## src/rtl/board_debounce.sv

```systemverilog
// board_debounce: synchronizes and debounces the evaluation-board push buttons
// and toggle switches, and emits registered single-cycle edge pulses.
// Key channels are active-low and rest high. Switch channels rest low.
module board_debounce #(
    parameter int DEBOUNCE_CYCLES = 50000,
    parameter int CNT_W           = $clog2(DEBOUNCE_CYCLES)
) (
    input  logic       clk,
    input  logic       reset,
    input  logic [3:0] key_in,
    input  logic [9:0] sw_in,
    output logic [3:0] key,
    output logic [9:0] sw,
    output logic [3:0] key_press,
    output logic [3:0] key_release,
    output logic [9:0] sw_change
);

    // Channels 0..3 are keys, channels 4..13 are switches.
    localparam int unsigned NCH = 14;
    localparam logic [NCH-1:0] RST_VAL = {10'b0, 4'hF};
    localparam logic [CNT_W-1:0] CNT_MAX = CNT_W'(DEBOUNCE_CYCLES - 1);

    typedef enum logic [1:0] {
        IDLE,
        COUNT,
        COMMIT
    } phase_t;

    logic [NCH-1:0]   raw;
    logic [NCH-1:0]   s1;
    logic [NCH-1:0]   s2;
    logic [NCH-1:0]   stable;
    logic [NCH-1:0]   commit;
    logic [CNT_W-1:0] cnt      [NCH];
    logic [CNT_W-1:0] cnt_next [NCH];
    phase_t           phase    [NCH];

    logic [3:0]       press_q;
    logic [3:0]       release_q;
    logic [9:0]       change_q;

    assign raw = {sw_in, key_in};

    // Classify each channel as IDLE, COUNT or COMMIT and compute its next count.
    always_comb begin
        for (int unsigned i = 0; i < NCH; i++) begin
            phase[i]    = IDLE;
            cnt_next[i] = '0;
            commit[i]   = 1'b0;
            if (s2[i] != stable[i]) begin
                if (cnt[i] == CNT_MAX) begin
                    phase[i]  = COMMIT;
                    commit[i] = 1'b1;
                end else begin
                    phase[i]    = COUNT;
                    cnt_next[i] = cnt[i] + CNT_W'(1);
                end
            end
        end
    end

    // Synchronizer, debounced level and per-channel counter registers.
    always_ff @(posedge clk) begin
        if (reset) begin
            s1     <= RST_VAL;
            s2     <= RST_VAL;
            stable <= RST_VAL;
            for (int unsigned i = 0; i < NCH; i++) begin
                cnt[i] <= '0;
            end
        end else begin
            s1 <= raw;
            s2 <= s1;
            for (int unsigned i = 0; i < NCH; i++) begin
                cnt[i] <= cnt_next[i];
                if (phase[i] == COMMIT) begin
                    stable[i] <= s2[i];
                end
            end
        end
    end

    // Edge pulses are registered so they line up with the debounced output change.
    always_ff @(posedge clk) begin
        if (reset) begin
            press_q   <= '0;
            release_q <= '0;
            change_q  <= '0;
        end else begin
            press_q   <= commit[3:0] & ~s2[3:0];
            release_q <= commit[3:0] &  s2[3:0];
            change_q  <= commit[13:4];
        end
    end

    assign key         = stable[3:0];
    assign sw          = stable[13:4];
    assign key_press   = press_q;
    assign key_release = release_q;
    assign sw_change   = change_q;

endmodule
```

## config.mk

```make
export PLATFORM = sky130hd
export DESIGN_NAME = board_debounce
export DESIGN_NICKNAME = d
export VERILOG_FILES = /design/src/rtl/board_debounce.sv
export SDC_FILE = /design/constraint.sdc
export NUM_CORES = 1
export LEC_CHECK = 0
export CAP_MARGIN = 10
export CORE_ASPECT_RATIO = 1.25
export CORE_MARGIN = 4
export CORE_UTILIZATION = 65
export CTS_BUF_LIST = sky130_fd_sc_hd__clkbuf_2 sky130_fd_sc_hd__clkbuf_4 sky130_fd_sc_hd__clkbuf_8
export CTS_CLUSTER_DIAMETER = 200
export DETAILED_ROUTE_END_ITERATION = 16
export GPL_ROUTABILITY_DRIVEN = 0
export PLACE_DENSITY = 0.88
export REMOVE_ABC_BUFFERS = 1
export SETUP_SLACK_MARGIN = 0.02
export SLEW_MARGIN = 30
export SYNTH_ARGS = -nofsm -noshare
export SYNTH_HDL_FRONTEND = slang
export SYNTH_SLANG_ARGS = --single-unit
```

## constraint.sdc

```tcl
create_clock -name clk -period 3.7 [get_ports clk]
set_input_delay 0.74 -clock clk [delete_from_list [all_inputs] [get_ports clk]]
set_output_delay 0.74 -clock clk [all_outputs]
set_load 0.01 [all_outputs]
```

==> results.ini <==
[clocking]
cts_hold_buf=0
cts_tree=yes
clk_pin_slew_ns=0.07
clk_path_buf_depth=3
clk_latency_ns=0.54
cts_sinks=284
cts_buffers=43
post_cts_buffers=0
htree_num_levels=2
cts-root-buf=clkbuf_8
ctsResizeCount=0

[global_route]
busiest_layer=met2
grt_max_degree=36
grt_use_met1_pct=25.5
gr-usage-met2_pct=38.4
grt.overflow.total=0
grt_pass1_wl_um=37500
antenna_found_initial=0
grt_pass1_vias=8754
track_usage_pct=21.4
gr-usage-met3_pct=4.13

[synth]
synthCells=1285
synth-seq-cells=284
synth_area_leaders=dfxtp_1 (48%), xnor2_1 (11%), nor2_1 (8.2%)
synth_mux_area_share_pct=0.937
avgSynthCellArea_sq_um=9.14
synthAdderAreaFrac_pct=1.49
yosysWarnings=0
netlist_area_sq_um=11700
yosys.area_share.xor_xnor_pct=14.9
synth-simple-area-share_pct=30.4
synth_top_cell_area_share_pct=48.4
synth_top_family_by_area=simple AND/OR/NAND/NOR gates
ys_seq_area_share_pct=48.4
synthDistinctLibCells=45
synth-compound-area-share_pct=1.38
yosys.area.top_type=dfxtp_1

[cells_and_area]
drive_gt1_share_pct=7.50
nets=1384
area_growth_pct=13.2
multi_input_area_sq_um=5770
final.fill_count=1226
diodes=0
register_area_sq_um=5690

[pwr]
peakVddDrop_mv=0.515
p_leak_nw=4.17
cellPowerDensity_nw_per_um2=440

[sta]
period_minus_slack_ns=2.26
layout_setup_ws_ns=1.44
period_share_pct=61.1
rsz0062_at_grt=no
timing.fmax_mhz=442
tightestPinTransition_ns=0.799
hold_viol_final=0
drv_slew=0
skew_ns=0.0173
max_slew_margin_pct=46.2
setup-violations-final=0
setup_tns_ns=0

[route]
viasPerCell=5.51
drt_pre_antenna_iters=4
post_drt_wl_per_cell_um=13.2
drc=0
drt_iter0_drc=490
drt_wl_total_um=21200
ant_nets=0
vias=8879

[critical_path]
crit_buf_inv=1
cp.depth=1
critPathLaunchType=flop
end_kind=output port
path_cells=clkdlybuf4s50_1
cp_top_family=buffers and inverters
crit_fanout=5
arrival_ns=1.52
r2r_cells=5
crit_type=reg2out
cpPeakStageDelay_ns=0.57
required_ns=2.96
slowest_stage=clkdlybuf4s50_1

[job]
cap_violations=0

[floorplan]
start_util_pct=66.6
die_width_um=128
io_pins=48
dieArea_sq_um=20300
die_h_um=158
row_count=54
core-area_sq_um=17600

[status]
status=finished, final reports clean

[min_path]
worstHoldPathCells=1
hold_class=reg2reg

[place]
dpl_worst_slack_ns=1.41
hpwl_um=14200
port_buffers=47

==> metal layers <==
layer	wire, um	part of all wire [%]	up-vias
li1	-	-	4561
met1	9200	43	4147
met3	766	3.6	36
met2	10800	51	135
met4	436	2.1	0
met5	0	0	-
==> area by class of cell <==
| class | count | area share (%) |
|---|---|---|
| clock buffer | 67 | 6.41 |
| clock inverter | 11 | 0.602 |
| inverter | 40 | 1.13 |
| multi-input combinational | 935 | 43.3 |
| sequential | 284 | 42.7 |
| tap | 224 | 2.11 |
| timing repair buffer | 50 | 3.67 |
==> flip-flops by register name, indices dropped and copies added (netlist names) <==
register     flops
key_press        4
sw_change       10
s2              14
stable          14
key_release      4
s1              14
cnt            224
==> through the flow <==
step | total power, mW | instances | util, % | hold WS [ns] | cell area [sq um]
after floorplan | 3.19 | 1259 | - | 0.389 | 11600
after global placement | 3.23 | 1533 | 70.2 | 0.392 | 12400
after detailed placement | 3.23 | 1533 | 70.2 | 0.397 | 12400
after CTS | 5.94 | 1611 | 75.4 | 0.418 | 13300
after global routing | 6.08 | 1611 | 75.4 | 0.430 | 13300
final | 5.86 | 1611 | 75.4 | 0.416 | 13300
==> cells in the mapped netlist (all sizes together) <==
cell type,n
nor2b,22
a31o,2
and4,7
or3,9
and3,23
nor4b,9
o211ai,1
mux2i,11
nand2b,3
nor4,50
buf,8
and2,2
nor3,51
or4,15
a21oi,11
o21bai,1
o31ai,6
a21o,2
inv,40
nand2,61
ha,14
nand4bb,1
and4b,2
or4bb,3
o21ai,3
nand4,59
and3b,2
xor2,49
or2,9
xnor2,151
or4b,3
nor2,256
dfxtp,284
nand4b,8
clkbuf,18
nand3,77
nor4bb,12
==> cells in the final DEF, fill, tap and decap left out, types with 4 or more instances in the layout <==
master           netlist  routed
a21oi_1               11      11
and3_1                22      22
and4_1                 7       7
clkbuf_4               0      11
clkbuf_8               0      56
clkdlybuf4s50_1        0      46
clkinv_2               0      10
dfxtp_1              284     284
ha_1                  14      14
inv_1                 40      40
mux2i_1               11      11
nand2_1               58      58
nand3_1               76      76
nand4_1               59      59
nand4b_1               8       8
nor2_1               256     256
nor2b_1               22      22
nor3_1                51      51
nor4_1                49      49
nor4b_1                9       9
nor4bb_1              12      12
o31ai_1                6       6
or2_2                  9       9
or3_1                  9       9
or4_1                 11      11
or4_4                  4       4
xnor2_1              151     151
xor2_1                49      49
==> path summary, 6_finish.rpt <==
kind                          startpoint               endpoint  slack [ns]
setup / recovery  stable[3]$_SDFFE_PP1N_                 key[3]        1.44
hold / removal          s1[1]$_SDFF_PP1_       s2[1]$_SDFF_PP1_        0.42
setup reg to reg   cnt[0][44]$_SDFF_PP0_  cnt[0][38]$_SDFF_PP0_        1.66
hold reg to reg         s1[1]$_SDFF_PP1_       s2[1]$_SDFF_PP1_        0.42
==> power breakdown <==
part	internal [mW]	total, mW	switching, mW
clock	1.54	2.69	1.15
sequential	3.08	3.09	0.0113
combinational	0.0315	0.0748	0.0433
total	4.65	5.86	1.21
==> cell families after synthesis <==
logic type	Yosys count
DFF	284
adders and majority gates	14
AOI/OAI and AO/OA	26
buffers and inverters	66
xor gates and xnor gates	200
and+or+nand+nor	684
muxes	11
No activity file was read; power rests on OpenSTA's default activity.
